[src/rtl/div16_sequencer.sv]
// Iterative 16-bit unsigned restoring-division controller. Each busy cycle it
// drives one operation into the shared saturating subtracter and consumes its
// difference and borrow. Divisors with the MSB set take a single compare step;
// divide-by-zero finishes straight from the accept edge.
module div16_sequencer #(
  parameter logic [15:0] DBZ_QUOTIENT = 16'hFFFF
) (
  input  logic        clk,
  input  logic        rst_n,
  input  logic        start,
  input  logic [15:0] dividend,
  input  logic [15:0] divisor,
  output logic        busy,
  output logic        done,
  output logic        dbz,
  output logic [15:0] quotient,
  output logic [15:0] remainder,
  output logic [15:0] sub_a,
  output logic [15:0] sub_b,
  output logic        sub_cin,
  input  logic [15:0] sub_r,
  input  logic        sub_cout
);

  localparam int unsigned W  = 16;
  localparam int unsigned CW = 4;
  localparam logic [CW-1:0] LAST_ITER = CW'(W - 1);

  typedef enum logic [1:0] {
    S_IDLE = 2'd0,
    S_CMP  = 2'd1,
    S_ITER = 2'd2,
    S_DONE = 2'd3
  } state_t;

  state_t          state;
  logic [W-1:0]    rem;
  logic [W-1:0]    quo;
  logic [W-1:0]    div_q;
  logic [CW-1:0]   count;

  logic [W-1:0]    partial;
  logic [W-1:0]    iter_rem;
  logic [W-1:0]    iter_quo;

  // Shift the next dividend bit into the partial remainder; it stays below
  // 2*divisor, so it always fits in W bits when the divisor MSB is clear.
  assign partial  = {rem[W-2:0], quo[W-1]};
  assign iter_rem = sub_cout ? partial : sub_r;
  assign iter_quo = {quo[W-2:0], ~sub_cout};

  // Subtracter operands are a pure decode of registered state, so the shared
  // unit only sees non-zero operands in CMP and ITER.
  assign sub_a   = (state == S_CMP)  ? quo :
                   (state == S_ITER) ? partial : '0;
  assign sub_b   = (state == S_CMP || state == S_ITER) ? div_q : '0;
  assign sub_cin = 1'b0;

  // Sequencer state, datapath registers and registered handshake/results.
  always_ff @(posedge clk or negedge rst_n) begin
    if (!rst_n) begin
      state     <= S_IDLE;
      rem       <= '0;
      quo       <= '0;
      div_q     <= '0;
      count     <= '0;
      busy      <= 1'b0;
      done      <= 1'b0;
      dbz       <= 1'b0;
      quotient  <= '0;
      remainder <= '0;
    end else begin
      done <= 1'b0;
      case (state)
        S_IDLE: begin
          if (start) begin
            div_q <= divisor;
            quo   <= dividend;
            rem   <= '0;
            count <= '0;
            dbz   <= 1'b0;
            if (divisor == '0) begin
              state     <= S_DONE;
              busy      <= 1'b0;
              done      <= 1'b1;
              dbz       <= 1'b1;
              quotient  <= DBZ_QUOTIENT;
              remainder <= dividend;
            end else if (divisor[W-1]) begin
              state <= S_CMP;
              busy  <= 1'b1;
            end else begin
              state <= S_ITER;
              busy  <= 1'b1;
            end
          end
        end
        S_CMP: begin
          state <= S_DONE;
          busy  <= 1'b0;
          done  <= 1'b1;
          if (!sub_cout) begin
            quotient  <= W'(1);
            remainder <= sub_r;
          end else begin
            quotient  <= '0;
            remainder <= quo;
          end
        end
        S_ITER: begin
          rem   <= iter_rem;
          quo   <= iter_quo;
          count <= count + CW'(1);
          if (count == LAST_ITER) begin
            state     <= S_DONE;
            busy      <= 1'b0;
            done      <= 1'b1;
            quotient  <= iter_quo;
            remainder <= iter_rem;
          end
        end
        S_DONE: begin
          state <= S_IDLE;
        end
        default: begin
          state <= S_IDLE;
          busy  <= 1'b0;
        end
      endcase
    end
  end

endmodule

[config.mk]
export PLATFORM = sky130hd
export DESIGN_NAME = div16_sequencer
export DESIGN_NICKNAME = d
export VERILOG_FILES = /design/src/rtl/div16_sequencer.sv
export SDC_FILE = /design/constraint.sdc
export NUM_CORES = 1
export LEC_CHECK = 0
export CORE_ASPECT_RATIO = 1.1
export CORE_MARGIN = 5
export CORE_UTILIZATION = 46
export CTS_CLUSTER_DIAMETER = 50
export DETAILED_ROUTE_END_ITERATION = 7
export PLACE_DENSITY_LB_ADDON = 0.1
export SKIP_CTS_REPAIR_TIMING = 1
export SKIP_LAST_GASP = 1
export SLEW_MARGIN = 10
export SYNTH_ARGS = -nofsm -noshare
export SYNTH_HDL_FRONTEND = slang
export SYNTH_SLANG_ARGS = --single-unit
[constraint.sdc]
create_clock -name clk -period 1.8 [get_ports clk]
set_input_delay 0.36 -clock clk [delete_from_list [all_inputs] [get_ports clk]]
set_output_delay 0.36 -clock clk [all_outputs]
set_load 0.01 [all_outputs]
==> flow_results.org, run 1 <==
** Synth
- The largest total area in the synthesized netlist belongs to dfrtp_1.
- Number of nets in the synthesized netlist :: 607
- Area share of the largest cell type after synthesis :: 42.1%
- Of all flip-flops after synthesis, the portion carrying an async set or reset was 100%.
- Number of enable-type register cells in the synthesized netlist :: 0
- Yosys printed 0 warnings.
- After synthesis the cells add up to 0.00523 mm².
- Counting flops and latches in the post-synthesis netlist gives 88.
- After synthesis, flip-flops and latches occupy 42.1% of the total area.
- For this run, the leading register cell type out of synthesis is dfrtp_1.
- Post-synthesis instance total :: 549
- A synthesized cell averages 9.53 µm².
- By area the synthesized netlist is led by dfrtp_1 (42%), mux2_4 (8.6%), a21oi_1 (6.2%), a22o_1 (5.4%), o22ai_1 (3.8%).
- Synth unique cells :: 40

** Power
- Cell internal power was estimated by the tool at 10.2 mW.
- Share of total power in combinational logic :: 65.0%
- Fraction of power consumed by the clock network :: 11.3%
- Of the total power, the share spent switching nets is 41.0%.
- Switching power total :: 7.09 mW
- IR drop worst, VDD :: 1.56 mV
- Leakage Power :: 3.35 nW
- For this design the ratio of total power to cell area is 2280 mW/mm².
- The share of total power dissipated in sequential elements is 23.7%.

** GRT
- The initial antenna violation count is 0.
- The via count of the first global-routing pass is 4,899.
- Overflow left after global routing :: 0
- Pin count of the biggest net entering global routing :: 43
- Overall track demand over capacity in global routing :: 23.2%
- Global-route wire length before repair :: 25,300 µm

** Clock tree
- Number of levels in the clock H-tree :: 3
- Clock latency on the worst-skew pair, taken at its later pin, is 0.35 ns.
- Counting every sink on the clock net gives 88.
- The number of clock buffers added by TritonCTS is 9.
- Largest buffer count on any clock path :: 2
- Master cell of the clock root buffer :: clkbuf_16
- TritonCTS built the clock tree.
- Post-CTS clock slew at the launch and capture registers of the worst setup and hold paths :: 0.07 ns

** Floorplanning
- The initial utilization of the core area, before any placement, comes to 47.5%.
- CORE AREA :: 0.0110 mm²
- The floorplan step defined a die boundary enclosing 0.0136 mm².
- After floorplanning, the core was divided into 40 placement rows.
- Horizontal extent of the die :: 112 µm
- Number of I/O pins :: 120
- From bottom edge to top edge, the die measures 122 µm.

** Run status
- Violated checks :: setup timing
- The run finished, with violations left.

** Worst setup path
- The critical path is of the flip-flop to output port type.
- Data arrives at the worst endpoint at 1.71 ns.
- Data required, critical path :: 1.44 ns
- In this run the worst path has a maximum fanout of 8.
- Critical Path End Type :: output port
- STA classifies the critical path startpoint as a flip-flop.

** Finish
- Cells fill 69.0% of the core in the end.
- Ant diodes :: 0
- NumNets Final :: 749
- Of the cells placed in the final design, the portion with a size suffix greater than 1 is 30.9%.
- Relative to the synthesized area, the layout overhead comes to 45.3%.

** Detailed routing
- Via/cell ratio :: 5.92
- TritonRoute pass-1 iters :: 7
- The detailed router finished its first iteration with 392 violations.
- The final layout contains routed wiring with a total length of 17,100 µm.
- Number of remaining DRC errors :: 0
- Via count :: 4,993
- After detailed routing, the average wire length per cell comes to 20.3 µm.
- The detail route stage leaves a number of antenna-violating nets equal to 0.

** STA
- Setup Skew :: 0.00339 ns
- The routed design could run at a clock period as short as 2.07 ns.
- Setup repair after global routing missed its margin :: true
- Static timing analysis puts the maximum clock frequency at 484 MHz.
- After layout, the worst path uses 115% of the clock period.
- Setup violations remaining at the end of the flow were counted as 80.
- The final number of hold-violating endpoints is 0.
- Pins Over Slew Limit :: 0
- Worst Slack Setup Final :: -0.267 ns

** Placement
- HPWL after detailed placement :: 11,400 µm
- Port Buffer Count :: 118
- Routability-driven placement finished with a final weighted congestion of 0.841.
- Setup slack at placement :: -0.436 ns

** Job
- Max-cap violations in this run came to 0.

** Hold path
- Kind of path behind the tightest hold check :: input port to async pin
kinds of logic after synthesis:
kind of cell | after synthesis | share of synthesized area, %
AOI/OAI and AO/OA | 188 | 23.9
xor gates and xnor gates | 1 | 0.167
adders and majority gates | 6 | 1.44
buffers and inverters | 73 | 6.10
DFF | 88 | 42.1
muxes | 51 | 13.0
other | 1 | 0.0717
and+or+nand+nor | 141 | 13.2
sequential cells by signal, indices dropped and copies added (netlist names):
register and cells:
dbz 1, count 4, busy 1, done 1, quotient 16, remainder 16
quo 16, rem 15, state 2, div_q 16
critical path, stage by stage, from the launching register on:
cell and delay [ns]:
dfrtp_1 0.44, inv_2 0.08, ha_4 0.18, nor2b_4 0.17, buf_6 0.17, a22o_1 0.17, clkbuf_2 0.14
cells in the mapped netlist (2+ instances only):
library cell / instances
nor4_2: 4
dfrtp_1: 88
and2_1: 17
o22ai_1: 32
o311ai_0: 2
buf_2: 15
a21oi_1: 65
mux2_2: 17
nand2_1: 38
a22o_1: 32
buf_6: 3
nor2b_1: 17
nor2_1: 50
a221o_1: 15
buf_1: 6
a22oi_1: 16
ha_1: 6
o21ai_0: 21
mux2i_1: 4
nand3b_1: 2
inv_1: 21
clkbuf_1: 27
nand3_1: 5
mux2_4: 30
cell usage in the layout (no fill, tap or decap), types with 21 or more instances in the layout:
cell type / n
nor2_1: 50
buf_4: 37
buf_2: 23
a22o_1: 32
a21oi_1: 58
mux2_4: 30
clkdlybuf4s50_1: 85
nand2_1: 36
o21ai_0: 21
o22ai_1: 23
dfrtp_1: 87
final cells by class:
type | count | area, µm²
inverters | 21 | 78.8
multi-input cells | 388 | 2990
flip-flops and latches | 88 | 2200
clock buffers | 9 | 225
repair buffers | 183 | 1840
well taps | 147 | 184
fillers | 834 | 3410
clock inverters | 7 | 80.1
final timing paths:
check | startpoint | end | slack, ns | depth (start not counted)
worst min-delay path | rst_n | quo[7] | 0.45 | 2
max in group asynchronous | rst_n | state[0] | 0.77 | 3
worst min register to register | div_q[15] | div_q[15] | 0.49 | 2
min in group clk | div_q[15] | div_q[15] | 0.49 | 2
worst max register to register | state[1] | quotient[5] | -0.17 | 8
worst max-delay path | state[1] | sub_a[0] | -0.27 | 6
power by group through the flow:
stage / clock network [mW] / logic [mW] / registers [mW]
floorplan: 0 / 6.24 / 3.93
global placement: 0 / 9.81 / 4.02
detailed placement: 0 / 10.1 / 4.04
CTS: 1.97 / 10.1 / 4.03
global route: 2.06 / 12.1 / 4.23
finish: 1.96 / 11.2 / 4.10
metal layers:
layer	global-route usage, %	share of wire [%]	vias to the layer above
met5	0	0	-
met4	9.20	2.0	0
met3	4.72	6.8	27
met2	40.3	51	220
met1	28.3	40	2470
li1	-	-	2276
stage by stage:
stage / hold WS, ns / power, mW / cells / TNS (ns) / area (µm²)
final: 0.451 / 17.3 / 843 / -13.20 / 7600
after global routing: 0.490 / 18.4 / 843 / -15.80 / 7600
after CTS: -0.0843 / 16.1 / 824 / -31.10 / 7100
after detailed placement: 0.289 / 14.1 / 808 / -28.38 / 6800
after global placement: 0.285 / 13.8 / 808 / -25.51 / 6800
after floorplan: 0.0644 / 10.2 / 549 / -0.265 / 5260
No activity file was read; power rests on OpenSTA's default activity.
==> run 2: changes to the inputs <==
CTS_CLUSTER_SIZE = 24   (was default)
==> results of run 2 <==
Final layout, timing and power as in run 1 (identical DEF).
==> run 3: changes to the inputs <==
HOLD_SLACK_MARGIN = 0.03   (was default)
==> results of run 3 <==
Final layout, timing and power as in run 1 (identical DEF).
